### config.mk
export PLATFORM = sky130hd
export DESIGN_NAME = uart_rx
export DESIGN_NICKNAME = d
export VERILOG_FILES = /design/src/rtl/uart_rx.sv
export SDC_FILE = /design/constraint.sdc
export NUM_CORES = 1
export LEC_CHECK = 0
export CAP_MARGIN = 20
export CORE_MARGIN = 2
export CORE_UTILIZATION = 56
export CTS_CLUSTER_SIZE = 8
export DETAILED_ROUTE_END_ITERATION = 8
export GPL_ROUTABILITY_DRIVEN = 1
export GPL_TIMING_DRIVEN = 0
export PLACE_DENSITY_LB_ADDON = 0.25
export SYNTH_ARGS = -nofsm -noshare
export SYNTH_HDL_FRONTEND = slang
export SYNTH_SLANG_ARGS = --single-unit
### constraint.sdc
create_clock -name sysclk -period 2.46 [get_ports sysclk]
set_input_delay 0.492 -clock sysclk [delete_from_list [all_inputs] [get_ports sysclk]]
set_output_delay 0.492 -clock sysclk [all_outputs]
set_load 0.01 [all_outputs]
### src/rtl/uart_rx.sv
// uart_rx: UART receiver with 8x oversampling.
// Frame: start bit (0), data_bits data bits LSB first, optional even parity
// bit, one stop bit (1). Received words are presented with a valid/ack
// handshake. Framing, overrun and parity errors are flagged.
//
// Optional feature macro: UART_RX_PARITY_EN (adds the parity bit slot; when
// undefined there is no PARITY state and perr is tied 0).
//
// Ports:
//   sysclk      in   system clock, rising edge
//   rst_n       in   asynchronous active-low reset
//   rxd         in   serial line, idle high, asynchronous to sysclk
//   rxd_ack     in   consumer accepted rdata (pulse or level)
//   rdata       out  payload of the last accepted frame
//   rxd_readyH  out  rdata valid, held until rxd_ack
//   ferr        out  stop bit sampled 0 for the frame in rdata
//   oerr        out  a frame completed while rxd_readyH=1 and was dropped
//   perr        out  parity mismatch for the frame in rdata
//
// state      | meaning
// -----------+---------------------------------------------------------
// ST_IDLE    | line idle, waiting for a low sample on a tick
// ST_START   | start bit seen, re-check at its centre (glitch reject)
// ST_DATA    | sampling data bits at their centres
// ST_PARITY  | sampling the parity bit (UART_RX_PARITY_EN only)
// ST_STOP    | sampling the stop bit, then delivering the word
// ST_BRKWAIT | stop bit was low; wait for the line to return high
module uart_rx #(
   parameter int data_bits     = 8,
   parameter int clks_per_tick = 16,
   parameter int tick_cnt_bits = 8
) (
   input  logic                 sysclk,
   input  logic                 rst_n,
   input  logic                 rxd,
   input  logic                 rxd_ack,
   output logic [data_bits-1:0] rdata,
   output logic                 rxd_readyH,
   output logic                 ferr,
   output logic                 oerr,
   output logic                 perr
);

   localparam int BCNT_W = $clog2(data_bits + 1);
   localparam logic [tick_cnt_bits-1:0] TICK_LAST = tick_cnt_bits'(clks_per_tick - 1);
   localparam logic [BCNT_W-1:0]        B_LAST    = BCNT_W'(data_bits - 1);

   typedef enum logic [2:0] {
      ST_IDLE    = 3'd0,
      ST_START   = 3'd1,
      ST_DATA    = 3'd2,
`ifdef UART_RX_PARITY_EN
      ST_PARITY  = 3'd3,
`endif
      ST_STOP    = 3'd4,
      ST_BRKWAIT = 3'd5
   } state_e;

   state_e                   state_q, state_d;
   logic                     rxd_meta_q, rxd_s_q;
   logic [tick_cnt_bits-1:0] tick_cnt_q;
   logic                     tick;
   logic [2:0]               s_q, s_d;
   logic [BCNT_W-1:0]        b_q, b_d;
   logic [data_bits-1:0]     shreg_q, shreg_d;
   logic                     deliver;
   logic [data_bits-1:0]     rdata_q;
   logic                     ready_q, ferr_q, oerr_q;
   logic                     par_fail;

`ifdef UART_RX_PARITY_EN
   logic par_q, par_d, perr_q;
   assign par_fail = ^{shreg_q, par_q};
   assign perr     = perr_q;
`else
   assign par_fail = 1'b0;
   assign perr     = 1'b0;
`endif

   assign rdata      = rdata_q;
   assign rxd_readyH = ready_q;
   assign ferr       = ferr_q;
   assign oerr       = oerr_q;

   // two-flop synchroniser, idles high so reset does not look like a start bit
   always_ff @(posedge sysclk or negedge rst_n) begin
      if (!rst_n) begin
         rxd_meta_q <= 1'b1;
         rxd_s_q    <= 1'b1;
      end else begin
         rxd_meta_q <= rxd;
         rxd_s_q    <= rxd_meta_q;
      end
   end

   // free-running oversample tick divider
   assign tick = (tick_cnt_q == TICK_LAST);

   always_ff @(posedge sysclk or negedge rst_n) begin
      if (!rst_n) tick_cnt_q <= '0;
      else        tick_cnt_q <= tick ? '0 : tick_cnt_q + tick_cnt_bits'(1);
   end

   always_ff @(posedge sysclk or negedge rst_n) begin
      if (!rst_n) state_q <= ST_IDLE;
      else        state_q <= state_d;
   end

   always_comb begin
      state_d = state_q;
      case (state_q)
         ST_IDLE:    if (tick && !rxd_s_q) state_d = ST_START;
         ST_START:   if (tick && s_q == 3'd3) state_d = rxd_s_q ? ST_IDLE : ST_DATA;
`ifdef UART_RX_PARITY_EN
         ST_DATA:    if (tick && s_q == 3'd7 && b_q == B_LAST) state_d = ST_PARITY;
         ST_PARITY:  if (tick && s_q == 3'd7) state_d = ST_STOP;
`else
         ST_DATA:    if (tick && s_q == 3'd7 && b_q == B_LAST) state_d = ST_STOP;
`endif
         ST_STOP:    if (tick && s_q == 3'd7) state_d = rxd_s_q ? ST_IDLE : ST_BRKWAIT;
         ST_BRKWAIT: if (rxd_s_q) state_d = ST_IDLE;
         default:    state_d = ST_IDLE;
      endcase
   end

   // sample counter wraps 7->0 on its own, so bit slots need no explicit clear
   always_comb begin
      s_d     = tick ? s_q + 3'd1 : s_q;
      b_d     = b_q;
      shreg_d = shreg_q;
      deliver = 1'b0;
`ifdef UART_RX_PARITY_EN
      par_d   = par_q;
`endif
      case (state_q)
         ST_IDLE: begin
            s_d = 3'd0;
            b_d = '0;
         end
         ST_START: begin
            b_d = '0;
            if (tick && s_q == 3'd3) s_d = 3'd0;
         end
         ST_DATA: begin
            if (tick && s_q == 3'd7) begin
               shreg_d = {rxd_s_q, shreg_q[data_bits-1:1]};
               b_d     = b_q + BCNT_W'(1);
            end
         end
`ifdef UART_RX_PARITY_EN
         ST_PARITY: begin
            if (tick && s_q == 3'd7) par_d = rxd_s_q;
         end
`endif
         ST_STOP: begin
            if (tick && s_q == 3'd7) deliver = 1'b1;
         end
         ST_BRKWAIT: s_d = 3'd0;
         default:    s_d = 3'd0;
      endcase
   end

   always_ff @(posedge sysclk or negedge rst_n) begin
      if (!rst_n) begin
         s_q     <= 3'd0;
         b_q     <= '0;
         shreg_q <= '0;
`ifdef UART_RX_PARITY_EN
         par_q   <= 1'b0;
`endif
      end else begin
         s_q     <= s_d;
         b_q     <= b_d;
         shreg_q <= shreg_d;
`ifdef UART_RX_PARITY_EN
         par_q   <= par_d;
`endif
      end
   end

   // A delivery with a same-cycle ack replaces the pending word; without the
   // ack the new frame is dropped and oerr is raised instead.
   always_ff @(posedge sysclk or negedge rst_n) begin
      if (!rst_n) begin
         rdata_q <= '0;
         ready_q <= 1'b0;
         ferr_q  <= 1'b0;
         oerr_q  <= 1'b0;
`ifdef UART_RX_PARITY_EN
         perr_q  <= 1'b0;
`endif
      end else if (deliver) begin
         if (!ready_q || rxd_ack) begin
            rdata_q <= shreg_q;
            ready_q <= 1'b1;
            ferr_q  <= ~rxd_s_q;
`ifdef UART_RX_PARITY_EN
            perr_q  <= par_fail;
`endif
         end else begin
            oerr_q <= 1'b1;
         end
      end else if (rxd_ack && ready_q) begin
         ready_q <= 1'b0;
         ferr_q  <= 1'b0;
         oerr_q  <= 1'b0;
`ifdef UART_RX_PARITY_EN
         perr_q  <= 1'b0;
`endif
      end
   end

endmodule

; ---- After elaboration in Yosys (flattened, before gate mapping)
; Cells that the tools add are included.
[totals]
ramBits = 0
wordCells = 73
register_bits = 39
n_memories = 0
rom_bits = 0
input_bits = 4
latch_bits = 0
[op_classes]
bitwise = 1
n_lt_le_gt_ge = 0
n_div = 0
mul = 0
n_reduce_logical = 19
n_addsub = 3
n_eq_ne = 16
muxes = 23
shifts = 0
[ops]
columns = operator, count
row1 = $mux W3, 8
row2 = $pmux W3 S5, 1
row3 = $ne A2 B2 Y1 const B, 7
row4 = $reduce_and A2 Y1, 5
row5 = $eq A3 B3 Y1 const B, 3
row6 = $mux W1, 9
row7 = $add A8 B1 Y8 const B, 1
row8 = $eq A8 B4 Y1 const B, 1
row9 = $mux W8, 1
row10 = $pmux W4 S2, 1
row11 = $eq A3 B2 Y1 const B, 2
row12 = $pmux W3 S2, 1
row13 = $logic_and A1 B1 Y1, 5
row14 = $reduce_and A5 Y1, 1
row15 = $add A4 B1 Y4 const B, 1
row16 = $eq A4 B3 Y1 const B, 1
row17 = $mux W4, 1
row18 = $reduce_bool A2 Y1, 2
row19 = $reduce_or A2 Y1, 2
row20 = $add A3 B1 Y3 const B, 1
row21 = $eq A3 B1 Y1 const B, 1
row22 = $logic_not A3 Y1, 1
row23 = $logic_not A1 Y1, 2
row24 = $mux W2, 1
row25 = 3 further kinds, 3

; ---- Logic depth before layout (Yosys ltp)
[logic_depth]
depth_word = 6
ltp_mapped = 7
ltp_nobuf = 6

; ---- Least setup slack after synthesis
; Ideal clock, no wire load.
[synth_timing]
kind = reg2reg
start = register tick_cnt_q[4]
end = register b_q[2]
t_required_ps = 2339
arrival_time_ps = 1774
path_slack_ps = 565
period_less_slack_ps = 1895
stages_incl_launch_ff = 5
setup_ps = 121
cell_sequence = dfrtp_1 > or4_4 > nor4_2 > mux2_1 > a22o_1
[synth_between]
elab_chain_len = 4
[synth_rtl]
columns = item, line
row1 = start: declaration, 61  ; logic [tick_cnt_bits-1:0] tick_cnt_q;
row2 = start signal: assignment, 101  ; else tick_cnt_q <= tick ? '0 : tick_cnt_q + tick_cnt_bits'(1);
row3 = $eq A8 B4 Y1, 97  ; assign tick = (tick_cnt_q == TICK_LAST);
row4 = $logic_and A1 B1 Y1, 145  ; if (tick && s_q == 3'd7) begin
row5 = $ne A2 B2 Y1 (no line), --
row6 = $reduce_and A2 Y1 (no line), --
row7 = end signal: assignment, 166  ; b_q <= '0;
row8 = end signal: assignment, 173  ; b_q <= b_d;
row9 = end: declaration, 64  ; logic [BCNT_W-1:0] b_q, b_d;
; No other way between the ends.
; A chain may end at the register's enable or synchronous reset.

; ---- Final worst setup path
[layout_timing]
start = register tick_cnt_q[0]
end = register shreg_q[6]
[layout_between]
elab_chain_len = 3
[layout_rtl]
columns = item, line
row1 = $eq A8 B4 Y1, 97
row2 = $logic_and A1 B1 Y1, 145
row3 = $reduce_and A2 Y1 (no line), --
row4 = end signal: assignment, 174  ; shreg_q <= shreg_d;
row5 = end: declaration, 65  ; logic [data_bits-1:0] shreg_q, shreg_d;
; No other way between the ends.

==> flow_summary.ini <==
[critical_path]
crit_chain = ha_1 > and3_1 > buf_2 > nand4_1 > clkbuf_1 > mux2_2
slowest_stage = dfrtp_1
cp_top_family = buffers and inverters
crit_type = reg -> reg
crit_arrival_ns = 2.29
slowest_delay_ns = 0.41
endpoint_kind = flop
r2r-start = tick_cnt_q[0]
path_buf_inv = 2
worstRegToRegCells = 6
worst-path-stages = 6
r2r_slack_ns = 0.42
reg2reg_to = shreg_q[6]
start_kind = flop
setup.worst_path.start = tick_cnt_q[0]
cp-endpoint = shreg_q[6]
cp_max_fo = 10
cp.required_ns = 2.71

[die]
core_um2 = 3280
fp-row-count = 21
io-pin-count = 16
fp.dieW_um = 62.0
fp.dieH_um = 62.0
initial_core_util_pct = 57.3
dieArea_um2 = 3840

[hold_path]
min_path_type = in -> async

[clock_network]
cts_sinks = 39
cts.clk_slew.worst_paths_ns = 0.12
postCtsSetupRepairBufs = 0
cts_buffers = 5
cts_max_path_buffers = 2
clockRootBuffer = clkbuf_4
clk_latency_ns = 0.36
cts_tree = yes
holdBufCountCts = 0
post_cts_resized = 0
cts-htree-levels = 2

[global_route]
grtUsageTotal_pct = 19.7
overflow = 0
grt_util_met2_pct = 30.4
top_usage_layer = met2
grt_use_met3_pct = 6.21
grt_pass1_wl_um = 5380
grt_max_degree = 40
grt_pass1_vias = 1121
gr-usage-met1_pct = 26.1
grt_antenna_before_repair = 0

[logic_synthesis]
syn-cell-area_um2 = 1880
ys_ff_latch = 39
syn_area_per_cell_um2 = 12.8
synth_ff_type = dfrtp_1
synth-edff-count = 0
ys.warnings.count = 0
syn_nets = 156
synth-async-reset-ratio_pct = 100
synth_seq_area_share_pct = 52.0
yosysUniqueCellTypes = 45
netlist_instances = 147

[flow_run]
maxCapViolCount = 0

[sta]
worst_pin_slew_ns = 0.867
fin_worst_skew_ns = 0.0121
fin_crit_ns = 2.04
hold_viol = 0
min_period_over_period_pct = 82.9
setup_tns_ns = 0
max_freq_mhz = 490
slew_viol_final = 0
setup_viol = 0
rsz0062_at_grt = false
timing.slew.headroom_pct = 42.2

[routing]
drc = 0
detail_route.first_pass.iterations = 4
vias = 1179
wirelength_um = 3170
drt_iter0_markers = 20
final_antenna_net_count = 0
wire_per_inst_um = 14.7
routed_via_density = 5.48

[placement]
dpl.hpwl_um = 2290
gp_congestion = 0.816
dpl_cell_area_um2 = 2070
place.port_buffers = 14

[pwr]
p_leak_uw = 0.00100
power_density_nw_per_um2 = 645
design_power_total_uw = 1370
ir_drop_v = 0.000599

[finish]
drive_gt1_share_pct = 24.3
area_growth_pct = 13.3
final_cell_area_um2 = 2130
diodes = 0
final_util_pct = 64.9
layout.nets = 177

[status]
status = completed
-- cells by family (layout without fill, tap and decap cells) --
family / after synthesis / after routing / synth area share (%)
AND/OR/NAND/NOR: 45 / 45 / 16.9
flip-flops: 39 / 39 / 52.0
AO/OA/AOI/OAI: 20 / 20 / 7.25
multiplexers: 20 / 20 / 13.5
buffers and inverters: 10 / 32 / 3.53
XOR/XNOR: 7 / 7 / 3.26
adder cells (fa/ha/maj): 5 / 5 / 3.33
other: 1 / 1 / 0.199
-- synthesized netlist by cell type, types with 3 or more instances --
master,number,area (um2)
nand2b_1,3,18.8
and3_1,4,25.0
inv_1,4,15.0
mux2_1,5,56.3
mux2_4,8,120
ha_1,5,62.6
nand2_1,5,18.8
o21ai_0,7,35.0
nor2_1,8,30.0
mux2_2,6,67.6
xnor2_1,5,43.8
nand3_1,6,30.0
dfrtp_1,37,926
a22o_1,3,26.3
-- worst min path at each step --
stage	to	start	cells past startpoint
after floorplan	b_q[0]	rst_n	0
after detailed placement	rxd_s_q	rxd_meta_q	0
after CTS	rdata[2]	rst_n	1
after global placement	rxd_s_q	rxd_meta_q	0
final	shreg_q[1]	rst_n	1
after global routing	b_q[1]	rst_n	1
-- layout make-up --
type / instances / area (um2)
fill: 253 / 1150
clock inverter: 3 / 20.0
multi-input combinational: 98 / 836
inverter: 4 / 15.0
timing repair buffer: 14 / 135
clock buffer: 5 / 37.5
sequential: 39 / 978
buffer: 6 / 51.3
tap: 46 / 57.6
-- worst reg2reg max path, cell delays in order (launching register included) --
cell and delay, ns:
dfrtp_1 0.41, ha_1 0.25, and3_1 0.18, buf_2 0.16
nand4_1 0.17, clkbuf_1 0.38, mux2_2 0.39
-- sequential cells by signal, indices dropped and copies added (netlist names) --
signal	count
b_q	4
s_q	3
shreg_q	8
rxd_s_q	1
state_q	3
rxd_meta_q	1
tick_cnt_q	8
oerr	1
rxd_readyH	1
rdata	8
ferr	1
-- per-stage QoR --
step                worst slack, ns  std cells  hold slack [ns]
floorplan                     0.565        147            0.196
global placement             0.0323        207            0.349
detailed placement            0.390        207            0.352
CTS                           0.382        215            0.249
global route                  0.273        215            0.291
finish                        0.420        215            0.237
-- cells in the final DEF (no fill, tap or decap), types with 2 or more instances in the layout --
cell	n
dfrtp_1	37
clkdlybuf4s50_1	13
nor2_1	8
mux2_4	8
o21ai_0	7
nand3_1	6
mux2_2	6
xnor2_1	5
nand2_1	5
mux2_1	5
ha_1	5
clkbuf_4	5
inv_1	4
and3_1	4
nand2b_1	3
a22o_1	3
buf_4	2
buf_2	2
clkbuf_8	2
xor2_1	2
a211oi_1	2
nor4_2	2
nor3b_1	2
nand4_1	2
a21oi_1	2
nor3_1	2
clkinvlp_4	2
dfstp_2	2
-- report_power, final --
part | total [uW] | switching [uW] | internal (uW)
registers | 698 | 23.8 | 674
clock network | 326 | 217 | 109
logic | 351 | 192 | 158
total | 1370 | 433 | 941
-- per-layer routing --
metal,wire (um),part of all wire (%),up-vias
met1,1420,45,584
met2,1580,50,22
li1,-,-,568
met4,48,1.5,0
met5,0,0,-
met3,123,3.9,5
(Power assumes the default switching activity.)
